File: config.mk
export PLATFORM = sky130hd
export DESIGN_NAME = adc_readout_sched_flat
export DESIGN_NICKNAME = d
export VERILOG_FILES = /design/src/rtl/adc_readout_sched_pkg.sv /design/src/rtl/adc_readout_sched_if.sv /design/src/rtl/adc_readout_sched_rr_arbiter.sv /design/src/rtl/adc_readout_sched.sv /design/src/flat_wrapper.sv
export SDC_FILE = /design/constraint.sdc
export NUM_CORES = 1
export LEC_CHECK = 0
export CORE_MARGIN = 5
export CORE_UTILIZATION = 42
export CTS_CLUSTER_SIZE = 12
export DETAILED_ROUTE_END_ITERATION = 10
export GPL_TIMING_DRIVEN = 0
export PLACE_DENSITY_LB_ADDON = 0.2
export SYNTH_ARGS = -nofsm -noshare
export SYNTH_HDL_FRONTEND = slang
export SYNTH_SLANG_ARGS = --single-unit
File: constraint.sdc
create_clock -name clk -period 5.97 [get_ports clk]
set_input_delay 1.791 -clock clk [delete_from_list [all_inputs] [get_ports clk]]
set_output_delay 1.791 -clock clk [all_outputs]
set_load 0.05 [all_outputs]
File: src/rtl/adc_readout_sched_pkg.sv
// Shared constants, FSM state encoding and a small index helper for the
// ADC readout scheduler.
package adc_readout_pkg;

  localparam int DEF_NUM_CHANNELS = 8;
  localparam int DEF_DATA_WIDTH   = 12;
  localparam int DEF_CH_WIDTH     = $clog2(DEF_NUM_CHANNELS);

  typedef enum logic [1:0] {
    ST_IDLE    = 2'd0,
    ST_ISSUE   = 2'd1,
    ST_CAPTURE = 2'd2,
    ST_PRESENT = 2'd3
  } adc_state_e;

  // Channel index reached by stepping 'offset' positions past 'base', wrapping at n.
  function automatic int rr_wrap(input int base, input int offset, input int n);
    return (base + offset) % n;
  endfunction

endpackage

File: src/rtl/adc_readout_sched_if.sv
// FIFO read bus plus downstream valid/ready sample stream. The scheduler
// uses the master view; the FIFO bank / sink side uses the slave view.
interface adc_readout_sched_if #(
  parameter int NUM_CHANNELS = adc_readout_pkg::DEF_NUM_CHANNELS,
  parameter int DATA_WIDTH   = adc_readout_pkg::DEF_DATA_WIDTH
);
  import adc_readout_pkg::*;

  localparam int CH_W = (NUM_CHANNELS > 1) ? $clog2(NUM_CHANNELS) : 1;

  logic [NUM_CHANNELS-1:0]                 fifo_not_empty;
  logic [NUM_CHANNELS-1:0]                 fifo_full;
  logic [NUM_CHANNELS-1:0][DATA_WIDTH-1:0] fifo_dout;
  logic [NUM_CHANNELS-1:0]                 fifo_rd_en;
  logic [DATA_WIDTH-1:0]                   out_data;
  logic [CH_W-1:0]                         out_ch;
  logic                                    out_valid;
  logic                                    out_ready;

  modport master (
    input  fifo_not_empty, fifo_full, fifo_dout, out_ready,
    output fifo_rd_en, out_data, out_ch, out_valid
  );

  modport slave (
    output fifo_not_empty, fifo_full, fifo_dout, out_ready,
    input  fifo_rd_en, out_data, out_ch, out_valid
  );

endinterface

File: src/rtl/adc_readout_sched_rr_arbiter.sv
// Round-robin picker: the search starts one past the last granted channel
// and wraps, so every requesting channel is served within NUM_CHANNELS grants.
module rr_arbiter
  import adc_readout_pkg::*;
#(
  parameter int NUM_CHANNELS = DEF_NUM_CHANNELS,
  parameter int CH_W         = (NUM_CHANNELS > 1) ? $clog2(NUM_CHANNELS) : 1
) (
  input  logic [NUM_CHANNELS-1:0] i_req,
  input  logic [CH_W-1:0]         i_last_grant,
  output logic [NUM_CHANNELS-1:0] o_grant,
  output logic [CH_W-1:0]         o_grant_idx,
  output logic                    o_any_req
);

  logic [CH_W-1:0] w_cand;
  logic            w_found;

  // Walk the channels in priority order and keep the first requester seen.
  always_comb begin
    o_grant     = {NUM_CHANNELS{1'b0}};
    o_grant_idx = {CH_W{1'b0}};
    w_found     = 1'b0;
    w_cand      = {CH_W{1'b0}};
    for (int k = 1; k <= NUM_CHANNELS; k++) begin
      w_cand = CH_W'(rr_wrap(int'(i_last_grant), k, NUM_CHANNELS));
      if (!w_found && i_req[w_cand]) begin
        w_found         = 1'b1;
        o_grant[w_cand] = 1'b1;
        o_grant_idx     = w_cand;
      end else begin
        w_found = w_found;
      end
    end
  end

  assign o_any_req = |i_req;

endmodule

File: src/rtl/adc_readout_sched.sv
// ADC readout scheduler: round-robin drains per-channel sample FIFOs into a
// single valid/ready stream, one word in flight at a time, and keeps sticky
// per-channel overflow flags.
module adc_readout_sched
  import adc_readout_pkg::*;
#(
  parameter int NUM_CHANNELS = DEF_NUM_CHANNELS,
  parameter int DATA_WIDTH   = DEF_DATA_WIDTH
) (
  input  logic                    clk,
  input  logic                    rstn,
  input  logic                    enable,
  input  logic [NUM_CHANNELS-1:0] chan_mask,
  input  logic                    ovf_clear,
  output logic [NUM_CHANNELS-1:0] ovf_flags,
  adc_readout_sched_if.master     bus
);

  localparam int              CH_W    = (NUM_CHANNELS > 1) ? $clog2(NUM_CHANNELS) : 1;
  localparam logic [CH_W-1:0] LAST_CH = CH_W'(NUM_CHANNELS - 1);

  adc_state_e              r_state;
  logic [CH_W-1:0]         r_last_grant;
  logic [DATA_WIDTH-1:0]   r_out_data;
  logic [CH_W-1:0]         r_out_ch;
  logic                    r_out_valid;
  logic [NUM_CHANNELS-1:0] r_ovf_flags;

  logic [NUM_CHANNELS-1:0] w_req;
  logic [NUM_CHANNELS-1:0] w_grant;
  logic [CH_W-1:0]         w_grant_idx;
  logic                    w_any_req;
  logic                    w_start;

  // Mask is applied live, so a mask change only influences the next grant.
  assign w_req   = bus.fifo_not_empty & chan_mask;
  assign w_start = enable & w_any_req;

  rr_arbiter #(
    .NUM_CHANNELS (NUM_CHANNELS),
    .CH_W         (CH_W)
  ) u_rr_arbiter (
    .i_req        (w_req),
    .i_last_grant (r_last_grant),
    .o_grant      (w_grant),
    .o_grant_idx  (w_grant_idx),
    .o_any_req    (w_any_req)
  );

  // The grant is evaluated against this cycle's not-empty flags, so a strobe
  // can never hit an empty FIFO; an empty request vector yields no strobe.
  assign bus.fifo_rd_en = (r_state == ST_ISSUE) ? w_grant : {NUM_CHANNELS{1'b0}};

  // Sequencer: grant and read, capture the FIFO word, hold it until accepted.
  always_ff @(posedge clk or negedge rstn) begin
    if (!rstn) begin
      r_state      <= ST_IDLE;
      r_last_grant <= LAST_CH;
      r_out_data   <= {DATA_WIDTH{1'b0}};
      r_out_ch     <= {CH_W{1'b0}};
      r_out_valid  <= 1'b0;
    end else begin
      case (r_state)
        ST_IDLE: begin
          if (w_start) r_state <= ST_ISSUE;
          else         r_state <= ST_IDLE;
        end
        ST_ISSUE: begin
          // Once in ISSUE the read is committed; enable is not re-checked.
          if (w_any_req) begin
            r_last_grant <= w_grant_idx;
            r_state      <= ST_CAPTURE;
          end else begin
            r_state <= ST_IDLE;
          end
        end
        ST_CAPTURE: begin
          r_out_data  <= bus.fifo_dout[r_last_grant];
          r_out_ch    <= r_last_grant;
          r_out_valid <= 1'b1;
          r_state     <= ST_PRESENT;
        end
        ST_PRESENT: begin
          if (bus.out_ready) begin
            r_out_valid <= 1'b0;
            r_state     <= w_start ? ST_ISSUE : ST_IDLE;
          end else begin
            r_state <= ST_PRESENT;
          end
        end
        default: begin
          r_state     <= ST_IDLE;
          r_out_valid <= 1'b0;
        end
      endcase
    end
  end

  // Sticky overflow flags; a full indication in the same cycle as a clear wins.
  always_ff @(posedge clk or negedge rstn) begin
    if (!rstn) begin
      r_ovf_flags <= {NUM_CHANNELS{1'b0}};
    end else begin
      r_ovf_flags <= (r_ovf_flags & ~{NUM_CHANNELS{ovf_clear}}) | bus.fifo_full;
    end
  end

  assign bus.out_data  = r_out_data;
  assign bus.out_ch    = r_out_ch;
  assign bus.out_valid = r_out_valid;
  assign ovf_flags     = r_ovf_flags;

endmodule

File: src/flat_wrapper.sv
// flat-port wrapper written by rule: the top's interface ports become plain ports
module adc_readout_sched_flat import adc_readout_pkg::*;
#(
  parameter int NUM_CHANNELS = DEF_NUM_CHANNELS,
  parameter int DATA_WIDTH   = DEF_DATA_WIDTH
)
  (clk, rstn, enable, chan_mask, ovf_clear, ovf_flags, bus_fifo_not_empty, bus_fifo_full, bus_fifo_dout, bus_out_ready, bus_fifo_rd_en, bus_out_data, bus_out_ch, bus_out_valid);
  adc_readout_sched_if #(.NUM_CHANNELS(NUM_CHANNELS), .DATA_WIDTH(DATA_WIDTH)) bus_i ();
  input  logic clk;
  input  logic rstn;
  input  logic enable;
  input  logic [NUM_CHANNELS-1:0] chan_mask;
  input  logic ovf_clear;
  output logic [NUM_CHANNELS-1:0] ovf_flags;
  input wire logic [$bits(bus_i.fifo_not_empty)-1:0] bus_fifo_not_empty;
  input wire logic [$bits(bus_i.fifo_full)-1:0] bus_fifo_full;
  input wire logic [$bits(bus_i.fifo_dout)-1:0] bus_fifo_dout;
  input wire logic [$bits(bus_i.out_ready)-1:0] bus_out_ready;
  output wire logic [$bits(bus_i.fifo_rd_en)-1:0] bus_fifo_rd_en;
  output wire logic [$bits(bus_i.out_data)-1:0] bus_out_data;
  output wire logic [$bits(bus_i.out_ch)-1:0] bus_out_ch;
  output wire logic [$bits(bus_i.out_valid)-1:0] bus_out_valid;
  assign bus_i.fifo_not_empty = bus_fifo_not_empty;
  assign bus_i.fifo_full = bus_fifo_full;
  assign bus_i.fifo_dout = bus_fifo_dout;
  assign bus_i.out_ready = bus_out_ready;
  assign bus_fifo_rd_en = bus_i.fifo_rd_en;
  assign bus_out_data = bus_i.out_data;
  assign bus_out_ch = bus_i.out_ch;
  assign bus_out_valid = bus_i.out_valid;
  adc_readout_sched #(.NUM_CHANNELS(NUM_CHANNELS), .DATA_WIDTH(DATA_WIDTH)) u_core (.clk(clk), .rstn(rstn), .enable(enable), .chan_mask(chan_mask), .ovf_clear(ovf_clear), .ovf_flags(ovf_flags), .bus(bus_i));
endmodule
# Yosys cells after proc, flatten, opt, wreduce, memory -nomap -nowiden
# Index checks and enable logic that the tools add are counted.
dict set report totals {
  register_bits 29
  latchBits 0
  mem_bits_rw 0
  mem_bits_ro 0
  inputBits 125
  out_inout_bits 32
  elab_cells 138
  mem_count 0
}
dict set report classes {
  addsub 8
  mul 0
  div 0
  n_lt_le_gt_ge 17
  n_eq_ne 4
  shifts 0
  muxes 64
  bitwise_logic 12
  reduce_logical 27
}
# operator count
set ops {}
lappend ops {{$mux W8} 9}
lappend ops {{$or A8 B8 Y8} 8}
lappend ops {{$bmux W12 S3} 1}
lappend ops {{$lt A3 B4 Y1 const B} 9}
lappend ops {{$mux W1} 25}
lappend ops {{$bmux W1 S3} 8}
lappend ops {{$demux W1 S3} 8}
lappend ops {{$ge A3 B1 Y1 const B} 8}
lappend ops {{$mux W3} 8}
lappend ops {{$and A8 B8 Y8} 2}
lappend ops {{$logic_and A1 B1 Y1} 15}
lappend ops {{$add A3 B3 Y3 const B} 4}
lappend ops {{$mux W12} 1}
lappend ops {{$not A8 Y8} 1}
lappend ops {{$pmux W2 S4} 1}
lappend ops {{$reduce_or A8 Y1} 1}
lappend ops {{$logic_not A1 Y1} 7}
lappend ops {{$add A3 B1 Y3 const B} 2}
lappend ops {{$add A3 B2 Y3 const B} 2}
lappend ops {{$eq A2 B2 Y1 const B} 2}
lappend ops {{$mux W2} 2}
lappend ops {{$reduce_and A2 Y1} 2}
lappend ops {{$eq A2 B1 Y1 const B} 1}
lappend ops {{$logic_not A2 Y1} 1}
lappend ops {{4 further kinds} 4}

# Depth between registers and ports, before layout
dict set report depth {
  word_depth 26
  depth_mapped 15
  ltp_nobuf 9
}

# Modules after synthesis
# From an unflattened synthesis, not the netlist that was laid out.
dict set report unflattened {
  hier_cells 326
  area_unflattened_um2 3296.9
}
# mod instances cells_each area_per_inst_um2 seq_area_each_um2
set modules_own_cells {}
lappend modules_own_cells {adc_readout_sched 1 186 1996.9 729.4}
lappend modules_own_cells {rr_arbiter 1 140 1300.0 0.0}

# Worst setup path after synthesis
# OpenSTA, ideal clock, no wires.
dict set report synth_path {
  kind {register -> output}
  start {register u_core.r_last_grant[0]}
  end {output port bus_fifo_rd_en[2]}
  t_arrival_ns 4.700
  required_time_ns 4.179
  path_slack_ns -0.521
  stages_incl_launch_ff 15
  path_buffers 6
  cell_sequence {dfstp_2 > buf_4 > buf_2 > buf_2 > clkinv_1 > clkbuf_1 > ha_1 > clkbuf_1 > inv_2 > mux4_2 > or3_1 > buf_6 > nor3_1 > nor4_1 > nor3_1}
}
dict set report synth_between {
  elab_chain_len 26
  elab_cells_between_ends 101
  classes_between {add/sub: 8; order compare: 16; mux: 48; bitwise: 7; reduce/logical: 22}
}
# element line
set synth_lines {}
lappend synth_lines {{start: declaration} adc_readout_sched.sv:23} ;# logic [CH_W-1:0] r_last_grant;
lappend synth_lines {{start signal: assignment} adc_readout_sched.sv:71} ;# r_last_grant <= w_grant_idx;
lappend synth_lines {{branches (longest 24 deep; another with $lt A3 B4 Y1)} --}
lappend synth_lines {{$mux W8 *} adc_readout_sched_rr_arbiter.sv:27} ;# if (!w_found && i_req[w_cand]) begin
lappend synth_lines {{$mux W8 *} adc_readout_sched.sv:52} ;# assign bus.fifo_rd_en = (r_state == ST_ISSUE) ? w_grant : {NUM_CHANNELS{1'b0}};
lappend synth_lines {{end: declaration} flat_wrapper.sv:19} ;# output wire logic [$bits(bus_i.fifo_rd_en)-1:0] bus_fifo_rd_en;
# Every way passes the cells marked *. The select of a mux whose other input is x is not followed.

# Worst setup path in the final report
dict set report layout_path {
  start {input port bus_fifo_not_empty[7]}
  end {output port bus_fifo_rd_en[6]}
}
dict set report layout_between {
  elab_chain_len 26
  elab_cells_between_ends 54
  classes_between {mux: 32; bitwise: 8; reduce/logical: 14}
}
# element line
set layout_lines {}
lappend layout_lines {{start: declaration} flat_wrapper.sv:15} ;# input wire logic [$bits(bus_i.fifo_not_empty)-1:0] bus_fifo_not_empty;
lappend layout_lines {{$and A8 B8 Y8 *} adc_readout_sched.sv:36} ;# assign w_req = bus.fifo_not_empty & chan_mask;
lappend layout_lines {{$bmux W1 S3} adc_readout_sched_rr_arbiter.sv:27}
lappend layout_lines {{$mux W1 (implied by the code)} adc_readout_sched_rr_arbiter.sv:27}
lappend layout_lines {{$mux W1} adc_readout_sched_rr_arbiter.sv:27}
lappend layout_lines {{$logic_not A1 Y1} adc_readout_sched_rr_arbiter.sv:27}
lappend layout_lines {{$logic_and A1 B1 Y1} adc_readout_sched_rr_arbiter.sv:27}
lappend layout_lines {{$mux W1} adc_readout_sched_rr_arbiter.sv:27}
lappend layout_lines {{$logic_not A1 Y1} adc_readout_sched_rr_arbiter.sv:27}
lappend layout_lines {{(+10 left out)} --}
lappend layout_lines {{$mux W1} adc_readout_sched_rr_arbiter.sv:27}
lappend layout_lines {{$logic_not A1 Y1} adc_readout_sched_rr_arbiter.sv:27}
lappend layout_lines {{$logic_and A1 B1 Y1} adc_readout_sched_rr_arbiter.sv:27}
lappend layout_lines {{$mux W1} adc_readout_sched_rr_arbiter.sv:27}
lappend layout_lines {{$logic_not A1 Y1} adc_readout_sched_rr_arbiter.sv:27}
lappend layout_lines {{$logic_and A1 B1 Y1} adc_readout_sched_rr_arbiter.sv:27}
lappend layout_lines {{$mux W8 *} adc_readout_sched_rr_arbiter.sv:27}
lappend layout_lines {{$mux W8 *} adc_readout_sched.sv:52}
# Every way passes the cells marked *; elsewhere a longest branch is shown, timed or not. The select of a mux whose other input is x is not followed.

==> run_results.csv <==
group,metric,value,unit
status,status,"complete, no violations",
drt,wirelength,12100,um
placement,place_area,5070,um2
setup_path,cp.required,4.18,ns
sta,timing.final.crit_share,99.0,%
finish,final_area,5480,um2
finish,area_growth,66.3,%
clock_network,hold_buffers,0,
clock_network,h-tree-depth,2,
setup_path,critPathLaunchType,"input pin",
sta,tightest_slew,0.923,ns
sta,drv_slew,0,
job,drv_cap,0,
sta,finalSetupViolCount,0,
floorplanning,die_x,98.6,um
finish,multi_input_area,2700,um2
sta,setup_ws,0.0599,ns
synth,synth_flop_cell,"dfrtp_1",
clock_network,cts.path.max_buffers,2,
setup_path,worst-path-max-fanout,6,
placement,dpl.hpwl,9740,um
setup_path,setup.worst_path.class,"input pin to output pin",
finish,diodes,0,
power,power_frac_clock,5.0,%
synth,async_flop_share,100,%
synth,synth_edf_count,0,
finish,fill_cells,623,
placement,placed_cells,596,
setup_path,cp_common_cell,"buf_6",
synth,synth_nets,469,
sta,fin_worst_skew,0.00743,ns
global_routing,grt_pass1_wl,19000,um
floorplanning,die_h,98.6,um
sta,slew_headroom,38.5,%
finish,regArea,729,um2
drt,drtPass1Iterations,5,
global_routing,grt_max_degree,30,
floorplanning,start_util,42.8,%
synth,yosysSeqAreaShare,22.2,%
power,power.leakage,2.06,nW
synth,syn_area,3290,um2
synth,muxShareOfSynthArea,27.8,%
power,p_switching,1.71,mW
power,power_density,591,nW/um2
drt,ant_nets,0,
sta,period_minus_slack,5.91,ns
global_routing,grt_overflow,0,
floorplanning,boundaryPins,157,
floorplanning,die-area,9710,um2
synth,synthCells,338,
global_routing,grt_usage,24.2,%
floorplanning,row_count,32,
power,sw_frac_of_total,52.9,%
global_routing,grt_antenna_before_repair,0,
setup_path,path_cells,"dlygate4sd2_1 -> nand3b_1 -> nand2_2 -> mux4_2 -> or3_4 -> buf_6 -> o22ai_1 -> a22oi_1 -> a31oi_4 -> buf_6",
clock_network,clockRootBuffer,"clkbuf_8",
clock_network,insertion_delay,0.28,ns
clock_network,cts.sinks,29,
synth,synth-seq-cells,29,
sta,hold_viol,0,
floorplanning,coreArea,7690,um2
setup_path,worstPathBufferInverterCount,3,
finish,drive_gt1_share,25.5,%
drt,remaining_drc_errors,0,
power,sequentialPowerShare,10.6,%
synth,synth_xor_area_share,1.56,%
clock_network,numCtsBuffers,5,
sta,max_freq,0.169,GHz
synth,synth_warnings,0,
synth,synth_top_family_by_area,"multiplexers",
drt,vias,3628,
placement,pre_cts_ws,-1.20,ns
power,power_frac_comb,84.4,%
finish,nNetsFinal,647,
setup_path,cpMaxStageDelayCell,"mux4_2",
finish,final_cells,619,
synth,synth_compound_area_share,20.4,%
synth,synth_fa_ha_area_share,2.28,%
drt,drt_iter0_markers,199,
synth,yosys.area_share.simple,21.4,%
synth,avgSynthCellArea,9.74,um2
power,ir_worst_vdd,0.354,mV
drt,via_per_inst,5.86,
setup_path,critical-path-top-delay-family,"simple AND/OR/NAND/NOR gates",
global_routing,grt_pass1_vias,3763,
setup_path,critical-path-max-stage-delay,0.54,ns
placement,gp_congestion,0.926,
clock_network,clk_pin_slew,0.05,ns
power,p_int,1.52,mW
clock_network,cts_tree,"yes",
synth,synthDistinctLibCells,62,
placement,numPortBuffers,156,
hold_path,min_path_type,"flop to flop",
setup_path,worstPathArrival,4.12,ns
drt,wl_per_cell,19.5,um
setup_path,endpoint_kind,"output pin",
## metrics by stage
step | hold slack, ns | utilization [%] | setup TNS (ns) | total power, mW
2_1_floorplan | 0.454 | - | -0.110 | 2.08
3_3_place_gp | 0.460 | 66.0 | -9.10 | 2.66
3_5_place_dp | 0.468 | 66.0 | -9.28 | 2.70
4_1_cts | 0.481 | 70.0 | 0 | 3.09
5_1_grt | 0.513 | 71.2 | -0.00361 | 3.45
6_report | 0.477 | 71.2 | 0 | 3.24
## layout by cell type, fill, tap and decap left out, types with 3 or more instances in the layout
cell type	netlist	routed
nand4_1	15	15
nand2_1	46	41
a31oi_4	0	3
xnor2_1	3	3
clkbuf_8	0	6
dlygate4sd2_1	0	12
nor3_1	7	5
or3_1	5	4
o21ai_1	3	4
buf_4	2	20
o221ai_1	3	3
clkdlybuf4s15_1	0	4
o21ai_0	22	19
nor2_1	15	13
nor2b_1	3	3
a21o_1	10	10
buf_6	3	12
clkbuf_1	12	11
ha_1	6	5
a41oi_4	0	3
o22ai_1	4	3
nand2b_1	5	5
o21a_1	5	4
mux2i_1	15	14
inv_1	3	3
clkdlybuf4s50_1	0	131
a22o_1	4	4
a21oi_1	8	8
nand2_2	0	5
mux4_2	34	34
nand3_1	14	13
and2_1	4	3
dfrtp_1	26	26
buf_2	5	4
dfstp_2	3	3
## power by group through the flow
| stage | registers, mW | clock network, mW | logic, mW |
|---|---|---|---|
| floorplan | 0.533 | 0 | 1.55 |
| global placement | 0.340 | 0 | 2.32 |
| detailed placement | 0.345 | 0 | 2.35 |
| CTS | 0.342 | 0.167 | 2.58 |
| global route | 0.354 | 0.178 | 2.92 |
| finish | 0.343 | 0.163 | 2.73 |
## layout make-up
class                   count  area share [%]
multi-input cells         280            49.2
repair buffers            172            30.5
flip-flops and latches     29            13.3
plain buffers              22            2.54
well taps                 102            2.33
clock buffers               8            1.64
inverters                   6           0.503
## cells in the mapped netlist, types with 6 or more instances
library cell / n / share of area (%)
nand3_1: 14 / 2.1
o21ai_0: 22 / 3.3
nand4_1: 15 / 2.8
nand2_1: 46 / 5.2
nor3_1: 7 / 1.1
dfrtp_1: 26 / 20
nor2_1: 15 / 1.7
clkbuf_1: 12 / 1.4
a21oi_1: 8 / 1.2
mux4_2: 34 / 23
ha_1: 6 / 2.3
mux2i_1: 15 / 4.6
a21o_1: 10 / 2.3
## final timing paths
path / from / cells past startpoint / to / slack [ns]
min: u_core.ovf_flags[4] / 1 / u_core.ovf_flags[4] / 0.48
max: bus_fifo_not_empty[7] / 10 / bus_fifo_rd_en[6] / 0.06
min in group asynchronous: rstn / 1 / u_core.bus.out_data[0] / 1.52
min reg2reg: u_core.ovf_flags[4] / 1 / u_core.ovf_flags[4] / 0.48
max in group asynchronous: rstn / 1 / u_core.bus.out_data[4] / 4.04
max reg2reg: u_core.r_last_grant[0] / 16 / u_core.r_last_grant[2] / 2.26
## registers in the layout, indices dropped and copies added, names as in the netlist
name,flops
u_core.bus.out_data,12
u_core.bus.out_ch,3
u_core.bus.out_valid,1
u_core.r_last_grant,3
u_core.ovf_flags,8
u_core.r_state,2
## logic make-up after synthesis
family | after synthesis
adder cells (fa/ha/maj) | 6
AO/OA/AOI/OAI | 90
flip-flops | 29
buffers and inverters | 29
multiplexers | 49
AND/OR/NAND/NOR | 130
XOR/XNOR | 5
## metal layers
metal,track usage (%),wire length (um)
met5,0,0
met4,7.25,359
met3,4.39,819
met2,42.6,6050
met1,30.2,4830
## timing repair
item,CTS,global route
pin swaps,14,10
setup buffers,10,6
gates resized for setup,110,17
endpoints found under the hold margin,0,0
endpoints found under the setup margin,8,8
Power figures use the tool's default switching activity.
